===== config.mk =====
export PLATFORM = sky130hd
export DESIGN_NAME = kdf_result_capture
export DESIGN_NICKNAME = d
export VERILOG_FILES = /design/src/rtl/kdf_capture_pkg.sv /design/src/rtl/kdf_byte_serializer.sv /design/src/rtl/kdf_result_capture.sv
export SDC_FILE = /design/constraint.sdc
export NUM_CORES = 1
export LEC_CHECK = 0
export CAP_MARGIN = 20
export CORE_MARGIN = 2
export CORE_UTILIZATION = 35
export DETAILED_ROUTE_END_ITERATION = 8
export GPL_TIMING_DRIVEN = 0
export RECOVER_POWER = 50
export SYNTH_ARGS = -nofsm -noshare
export SYNTH_HDL_FRONTEND = slang
export SYNTH_SLANG_ARGS = --single-unit

===== constraint.sdc =====
create_clock -name clk -period 5.89 [get_ports clk]
set_clock_uncertainty 0.05 [all_clocks]
set_input_delay 1.178 -clock clk [delete_from_list [all_inputs] [get_ports clk]]
set_output_delay 1.178 -clock clk [all_outputs]
set_load 0.01 [all_outputs]

===== src/rtl/kdf_capture_pkg.sv =====
// rtl/kdf_capture_pkg.sv - shared types and constants for the KDF result capture block
// Purpose: FSM state encoding, frame length, debug-select codes.
// Contents:
//   state_e          IDLE / MEASURE / STREAM / DONE
//   stream_bytes()   frame length in bytes for a given key width
//   STREAM_BYTES     frame length at the default key width
//   DBG_*            sw_i codes for the debug word
package kdf_capture_pkg;

  typedef enum logic [1:0] {
    ST_IDLE    = 2'd0,
    ST_MEASURE = 2'd1,
    ST_STREAM  = 2'd2,
    ST_DONE    = 2'd3
  } state_e;

  localparam int KEY_WIDTH_DEFAULT = 128;
  localparam int CNT_BYTES         = 4;

  // The frame is the key bytes followed by four cycle-count bytes.
  function automatic int stream_bytes(input int key_width);
    return key_width / 8 + CNT_BYTES;
  endfunction

  localparam int STREAM_BYTES = KEY_WIDTH_DEFAULT / 8 + CNT_BYTES;

  localparam logic [1:0] DBG_CYCLES = 2'b00;
  localparam logic [1:0] DBG_KEY_LO = 2'b01;
  localparam logic [1:0] DBG_KEY_HI = 2'b10;
  localparam logic [1:0] DBG_STATUS = 2'b11;

endpackage


===== src/rtl/kdf_byte_serializer.sv =====
// rtl/kdf_byte_serializer.sv - MSB-first byte serializer with valid/ready handshake
// Purpose: loads {key, cycles} into a shift register and emits it one byte per
//          accepted transfer.
// Ports:
//   clk, rst      clock, asynchronous active-low reset
//   clear_i       resets the byte index (issued on capture)
//   run_i         owner is in STREAM; raises valid on the first idle cycle
//   key_i, cnt_i  frame contents, sampled when valid rises
//   ready_i       downstream ready
//   byte_o        current byte (stable while valid && !ready)
//   valid_o       registered valid
//   index_o       index of the byte currently presented
//   last_o        final byte accepted this cycle
module kdf_byte_serializer
  import kdf_capture_pkg::*;
#(
  parameter int KEY_WIDTH = 128,
  parameter int CNT_WIDTH = 32
) (
  input  logic                 clk,
  input  logic                 rst,
  input  logic                 clear_i,
  input  logic                 run_i,
  input  logic [KEY_WIDTH-1:0] key_i,
  input  logic [CNT_WIDTH-1:0] cnt_i,
  input  logic                 ready_i,
  output logic [7:0]           byte_o,
  output logic                 valid_o,
  output logic [7:0]           index_o,
  output logic                 last_o
);

  localparam int         NBYTES   = stream_bytes(KEY_WIDTH);
  localparam int         FRAME_W  = NBYTES * 8;
  localparam logic [7:0] LAST_IDX = 8'(NBYTES - 1);

  logic [FRAME_W-1:0] frame_q, frame_d;
  logic               valid_q, valid_d;
  logic [7:0]         index_q, index_d;
  logic               xfer;

  assign xfer = valid_q && ready_i;

  always_ff @(posedge clk or negedge rst) begin
    if (!rst) begin
      frame_q <= '0;
      valid_q <= 1'b0;
      index_q <= '0;
    end else begin
      frame_q <= frame_d;
      valid_q <= valid_d;
      index_q <= index_d;
    end
  end

  always_comb begin
    frame_d = frame_q;
    valid_d = valid_q;
    index_d = index_q;
    if (clear_i) begin
      valid_d = 1'b0;
      index_d = '0;
    end else if (xfer) begin
      if (index_q == LAST_IDX) begin
        // index stays on the last byte so the status word shows a full frame
        valid_d = 1'b0;
      end else begin
        frame_d = {frame_q[FRAME_W-9:0], 8'h00};
        index_d = index_q + 8'd1;
      end
    end else if (run_i && !valid_q) begin
      // Frame is loaded on the edge valid rises, one cycle after capture.
      frame_d = {key_i, cnt_i};
      valid_d = 1'b1;
    end
  end

  assign byte_o  = frame_q[FRAME_W-1 -: 8];
  assign valid_o = valid_q;
  assign index_o = index_q;
  assign last_o  = xfer && (index_q == LAST_IDX);

endmodule


===== src/rtl/kdf_result_capture.sv =====
// rtl/kdf_result_capture.sv - KDF latency measurement, key capture and byte streaming
// Purpose: counts cycles from start_i to end_i, latches the derived key, streams
//          {key, cycles} MSB-first and exposes a switch-selected debug word.
// Ports:
//   clk, rst                     clock, asynchronous active-low reset
//   start_i                      measurement start / restart pulse
//   end_i, key_i                 UUT end_signal and derived key
//   sw_i                         debug word select
//   byte_o, byte_valid_o,
//   byte_ready_i                 outgoing byte stream
//   busy_o, done_o, cycles_o     status and captured latency
//   debug_o                      display word
//   timeout_o                    only with KDF_CAPTURE_TIMEOUT_EN
// Optional: KDF_CAPTURE_TIMEOUT_EN adds TIMEOUT_CYCLES and timeout_o.
module kdf_result_capture
  import kdf_capture_pkg::*;
#(
  parameter int KEY_WIDTH = 128,
  parameter int CNT_WIDTH = 32
`ifdef KDF_CAPTURE_TIMEOUT_EN
  ,
  parameter int TIMEOUT_CYCLES = 2 ** 24
`endif
) (
  input  logic                 clk,
  input  logic                 rst,
  input  logic                 start_i,
  input  logic                 end_i,
  input  logic [KEY_WIDTH-1:0] key_i,
  input  logic [1:0]           sw_i,
  output logic [7:0]           byte_o,
  output logic                 byte_valid_o,
  input  logic                 byte_ready_i,
  output logic                 busy_o,
  output logic                 done_o,
  output logic [CNT_WIDTH-1:0] cycles_o,
  output logic [31:0]          debug_o
`ifdef KDF_CAPTURE_TIMEOUT_EN
  ,
  output logic                 timeout_o
`endif
);

  state_e               state_q, state_d;
  logic [CNT_WIDTH-1:0] cnt_q, cnt_d;
  logic [CNT_WIDTH-1:0] cycles_q, cycles_d;
  logic [KEY_WIDTH-1:0] key_q, key_d;
  logic                 capture;
  logic                 ser_last;
  logic [7:0]           ser_index;
`ifdef KDF_CAPTURE_TIMEOUT_EN
  logic                 timeout_q, timeout_d;
`endif

  // State register
  always_ff @(posedge clk or negedge rst) begin
    if (!rst) begin
      state_q  <= ST_IDLE;
      cnt_q    <= '0;
      cycles_q <= '0;
      key_q    <= '0;
`ifdef KDF_CAPTURE_TIMEOUT_EN
      timeout_q <= 1'b0;
`endif
    end else begin
      state_q  <= state_d;
      cnt_q    <= cnt_d;
      cycles_q <= cycles_d;
      key_q    <= key_d;
`ifdef KDF_CAPTURE_TIMEOUT_EN
      timeout_q <= timeout_d;
`endif
    end
  end

  // Next state and datapath
  always_comb begin
    state_d  = state_q;
    cnt_d    = cnt_q;
    cycles_d = cycles_q;
    key_d    = key_q;
    capture  = 1'b0;
`ifdef KDF_CAPTURE_TIMEOUT_EN
    timeout_d = timeout_q;
`endif
    case (state_q)
      ST_IDLE, ST_DONE: begin
        if (start_i) begin
          state_d = ST_MEASURE;
          cnt_d   = '0;
`ifdef KDF_CAPTURE_TIMEOUT_EN
          timeout_d = 1'b0;
`endif
        end
      end
      ST_MEASURE: begin
        // Restart wins over a simultaneous end_i.
        if (start_i) begin
          cnt_d = '0;
`ifdef KDF_CAPTURE_TIMEOUT_EN
          timeout_d = 1'b0;
`endif
        end else if (end_i) begin
          cycles_d = cnt_q;
          key_d    = key_i;
          capture  = 1'b1;
          state_d  = ST_STREAM;
`ifdef KDF_CAPTURE_TIMEOUT_EN
        end else if (cnt_q >= CNT_WIDTH'(TIMEOUT_CYCLES)) begin
          cycles_d  = '1;
          key_d     = '0;
          capture   = 1'b1;
          timeout_d = 1'b1;
          state_d   = ST_STREAM;
`endif
        end else if (cnt_q != {CNT_WIDTH{1'b1}}) begin
          cnt_d = cnt_q + 1'b1;
        end
      end
      ST_STREAM: begin
        if (ser_last) begin
          state_d = ST_DONE;
        end
      end
      default: state_d = ST_IDLE;
    endcase
  end

  kdf_byte_serializer #(
    .KEY_WIDTH (KEY_WIDTH),
    .CNT_WIDTH (CNT_WIDTH)
  ) u_ser (
    .clk     (clk),
    .rst     (rst),
    .clear_i (capture),
    .run_i   (state_q == ST_STREAM),
    .key_i   (key_q),
    .cnt_i   (cycles_q),
    .ready_i (byte_ready_i),
    .byte_o  (byte_o),
    .valid_o (byte_valid_o),
    .index_o (ser_index),
    .last_o  (ser_last)
  );

  // Outputs
  always_comb begin
    busy_o   = (state_q == ST_MEASURE) || (state_q == ST_STREAM);
    done_o   = (state_q == ST_DONE);
    cycles_o = cycles_q;
    case (sw_i)
      DBG_CYCLES: debug_o = cycles_q[31:0];
      DBG_KEY_LO: debug_o = key_q[31:0];
      DBG_KEY_HI: debug_o = key_q[KEY_WIDTH-1 -: 32];
      DBG_STATUS: debug_o = {state_q, 1'b0, done_o, ser_index, cnt_q[19:0]};
      default:    debug_o = '0;
    endcase
  end

`ifdef KDF_CAPTURE_TIMEOUT_EN
  assign timeout_o = timeout_q;
`endif

endmodule

==> metrics <==
status finished, violations left; violated checks max-capacitance violations, max-slew violations; CTS buffer count 40; Synth area leaders dfrtp_1 55%, nand2_1 18%, a31oi_1 6.4%, mux4_2 4.1%, nor2_1 4.1%; cell accounting for the most synthesized area dfrtp_1; Worst-Margin Slew just under 4 ns; count of pins over their slew limit 71; CP Cell Sequence clkbuf_1 -> buf_1 -> mux4_2 -> clkdlybuf4s50_1; Worst VDD drop between 0.2 and 0.25 mV; Final Critical Period approximately 4.7 ns; Critical Path Start sw_i[0]; total gr overflow 0; # IOs 210; Synth Cell Area 16,490 sq um; gr usage total 22.04%; CP max-delay cell buf_1; die area about 49,000 sq um; Final ANT Viol Nets 0; filler instances around 4,500; DP HPWL 41,150 um; # Post-CTS Setup Buffers 0; Sequential Area 9084 sq um; Yosys reg bits between 300 and 400; Clock transition at path regs about 0.050 ns; FFs w/ async S/R, synth 100.0%; worst-path fanout max 10; Die X between 200 and 250 um; GP Congestion 0.8901; H-tree levels 2; Post-synth EDFFs 0; Hold Vio Cnt, Final 0; DRC violations left 0; Setup CP Type in -> out; reg2reg start state_q[1]$_DFFE_PN0P_; vias in the first global route ~14,000; dominant cell by count in the synthesized netlist nand2_1; top-area cell type share of the netlist area around 55%; Lkg Pwr 9.401 nW; power per cell area 496.7 nW/um^2; Post-Syn Nets ~2,000; delay of the slowest critical-path stage 0.80 ns; I/O Buffers 207; R2R setup slack ~2.6 ns; Area growth, synth to finish 25.52%; CP Data Required Time ~4.7 ns; Synth Instances approximately 1,900; Clk Latency, worst-skew pair around 0.55 ns; Register-to-Register Path Depth 9; CP startpoint kind input port; Initial Utilization between 30% and 40%; Main synth FF type dfrtp_1; # setup viols final 0; area of the multi-input gates 6553 sq um; Final Non-Filler Cells 2,738; first-pass GRT wire length 83,340 um; CTS Root Cell clkbuf_16; f_max around 0.21 GHz; Yosys cell types 51; Mean Syn Cell Area between 8 and 9 sq um; setup_tns 0 ns; Seq/Total Area, Yosys between 50% and 60%; Max-slew headroom -157.8%; Die Y-Extent around 220 um; Yosys warning count 0; pin count of the biggest net entering global routing about 110; pre-CTS setup slack between 1 and 1.5 ns; CTS tree done; Final #Nets 2,247; most frequent cells after synthesis 804 x nand2_1, 363 x dfrtp_1, 179 x nor2_1, 169 x a31oi_1, 80 x clkbuf_1; diodes inserted 0; initial antenna violation count 2; max_cap viols 1; CTS max path bufs 3; final setup margin between 1 and 1.5 ns; hold crit path type reg -> reg; CP arrival approximately 3.5 ns; Crit. End Element output pin; Total Wirelength 54,720 um; Via Count between 10,000 and 15,000; Core Util, Final 44.45%; cts hold-fix bufs 0; RSZ-0062 raised after global routing no; # placed instances around 2,700; Post-CTS Resized 0; Final period util 80.49%; capturing point of the worst reg2reg path key_q[115]$_DFFE_PN0P_; area of the core ~47,000 sq um; row cnt 79; CP endpoint debug_o[19]; final total power between 10 and 15 mW; layout cell share with drive strength beyond 1 approximately 7.4%; clock sinks approximately 360; Pre-antenna DRT Iters 6; drt via density about 5.1; routed len/inst about 20 um; 1st-iter DRT viols approximately 1,400
==> placed cells by master (no fill, tap or decap), types with 3 or more instances in the layout <==
cell,Yosys,final
nor3_1,5,5
or3_2,4,4
dfrtp_1,363,363
buf_4,9,9
clkbuf_1,80,89
clkdlybuf4s50_1,0,178
and4_1,3,3
clkinv_2,0,3
dlygate4sd3_1,0,28
nand2_1,804,804
a22o_1,8,8
clkbuf_8,0,12
nand3_1,20,20
mux4_2,30,30
nor4_1,3,3
a21o_1,2,3
nor3_2,3,3
nand4_1,6,6
a31oi_1,169,169
buf_1,4,4
mux2i_1,3,3
ha_1,6,6
xor2_1,6,6
o21ai_0,37,37
buf_6,34,34
a21oi_1,13,13
buf_2,3,4
a41oi_1,3,3
buf_16,0,3
clkbuf_16,0,40
nand2b_1,4,4
o31ai_1,9,9
and3_1,6,6
inv_1,10,10
nor2_1,179,179
==> flip-flops by register name, indices dropped and copies added (netlist names) <==
name / count
cnt_q: 32
cycles_o: 32
key_q: 128
state_q: 2
u_ser.frame_q: 160
u_ser.index_o: 8
u_ser.valid_o: 1
==> final cells by class <==
cell class	instances	area share, %
Sequential cell	363	43.90
Multi-Input combinational cell	1347	31.66
Timing Repair Buffer	211	10.41
Clock buffer	60	5.780
Buffer	133	3.918
Tap cell	607	3.670
Clock inverter	7	0.4837
Inverter	10	0.1814
==> report_power, final <==
part / internal (mW) / total, mW / switching (mW)
sequential: 3.51 / 4.39 / 0.882
clock: 1.48 / 2.51 / 1.03
combinational: 1.43 / 3.38 / 1.95
total: 6.42 / 10.3 / 3.86
==> metal layers <==
layer | vias to the layer above | track usage, % | part of all wire (%)
li1 | 6632 | - | -
met1 | 6907 | 30.93 | 45
met2 | 461 | 34.65 | 45
met3 | 94 | 3.745 | 6.7
met4 | 0 | 7.404 | 3.5
met5 | - | 0 | 0
==> kinds of logic (layout without fill, tap and decap cells) <==
| kind of cell | Yosys count | in the layout | share of synthesized area [%] |
|---|---|---|---|
| AOI/OAI and AO/OA | 250 | 250 | 9.502 |
| xor gates and xnor gates | 7 | 7 | 0.3719 |
| adders and majority gates | 6 | 6 | 0.4554 |
| buffers and inverters | 143 | 421 | 5.146 |
| DFF | 363 | 363 | 55.10 |
| muxes | 34 | 34 | 4.440 |
| and+or+nand+nor | 1050 | 1050 | 24.98 |
==> worst max-delay path: cells and delay by family <==
family / cells / cell delay [ns]
buffers and inverters: 3 / 1.62
muxes: 1 / 0.69
==> worst min-delay path by stage <==
stage,from,to,slack [ns],cells past startpoint
detailed placement,key_q[91]$_DFFE_PN0P_,key_q[91]$_DFFE_PN0P_,0.41,2
floorplan,key_q[32]$_DFFE_PN0P_,key_q[32]$_DFFE_PN0P_,0.40,2
global route,key_q[67]$_DFFE_PN0P_,key_q[67]$_DFFE_PN0P_,0.45,2
CTS,key_q[91]$_DFFE_PN0P_,key_q[91]$_DFFE_PN0P_,0.43,2
global placement,key_q[34]$_DFFE_PN0P_,key_q[34]$_DFFE_PN0P_,0.41,2
finish,key_q[80]$_DFFE_PN0P_,key_q[80]$_DFFE_PN0P_,0.42,2
==> per-stage QoR <==
step	cell area (sq um)	hold WS (ns)
floorplan	16490	0.3955
CTS	20710	0.4284
finish	20690	0.4230
global route	20690	0.4462
global placement	19320	0.4131
detailed placement	19410	0.4132
Note: power is estimated with default switching activity, not from simulation.
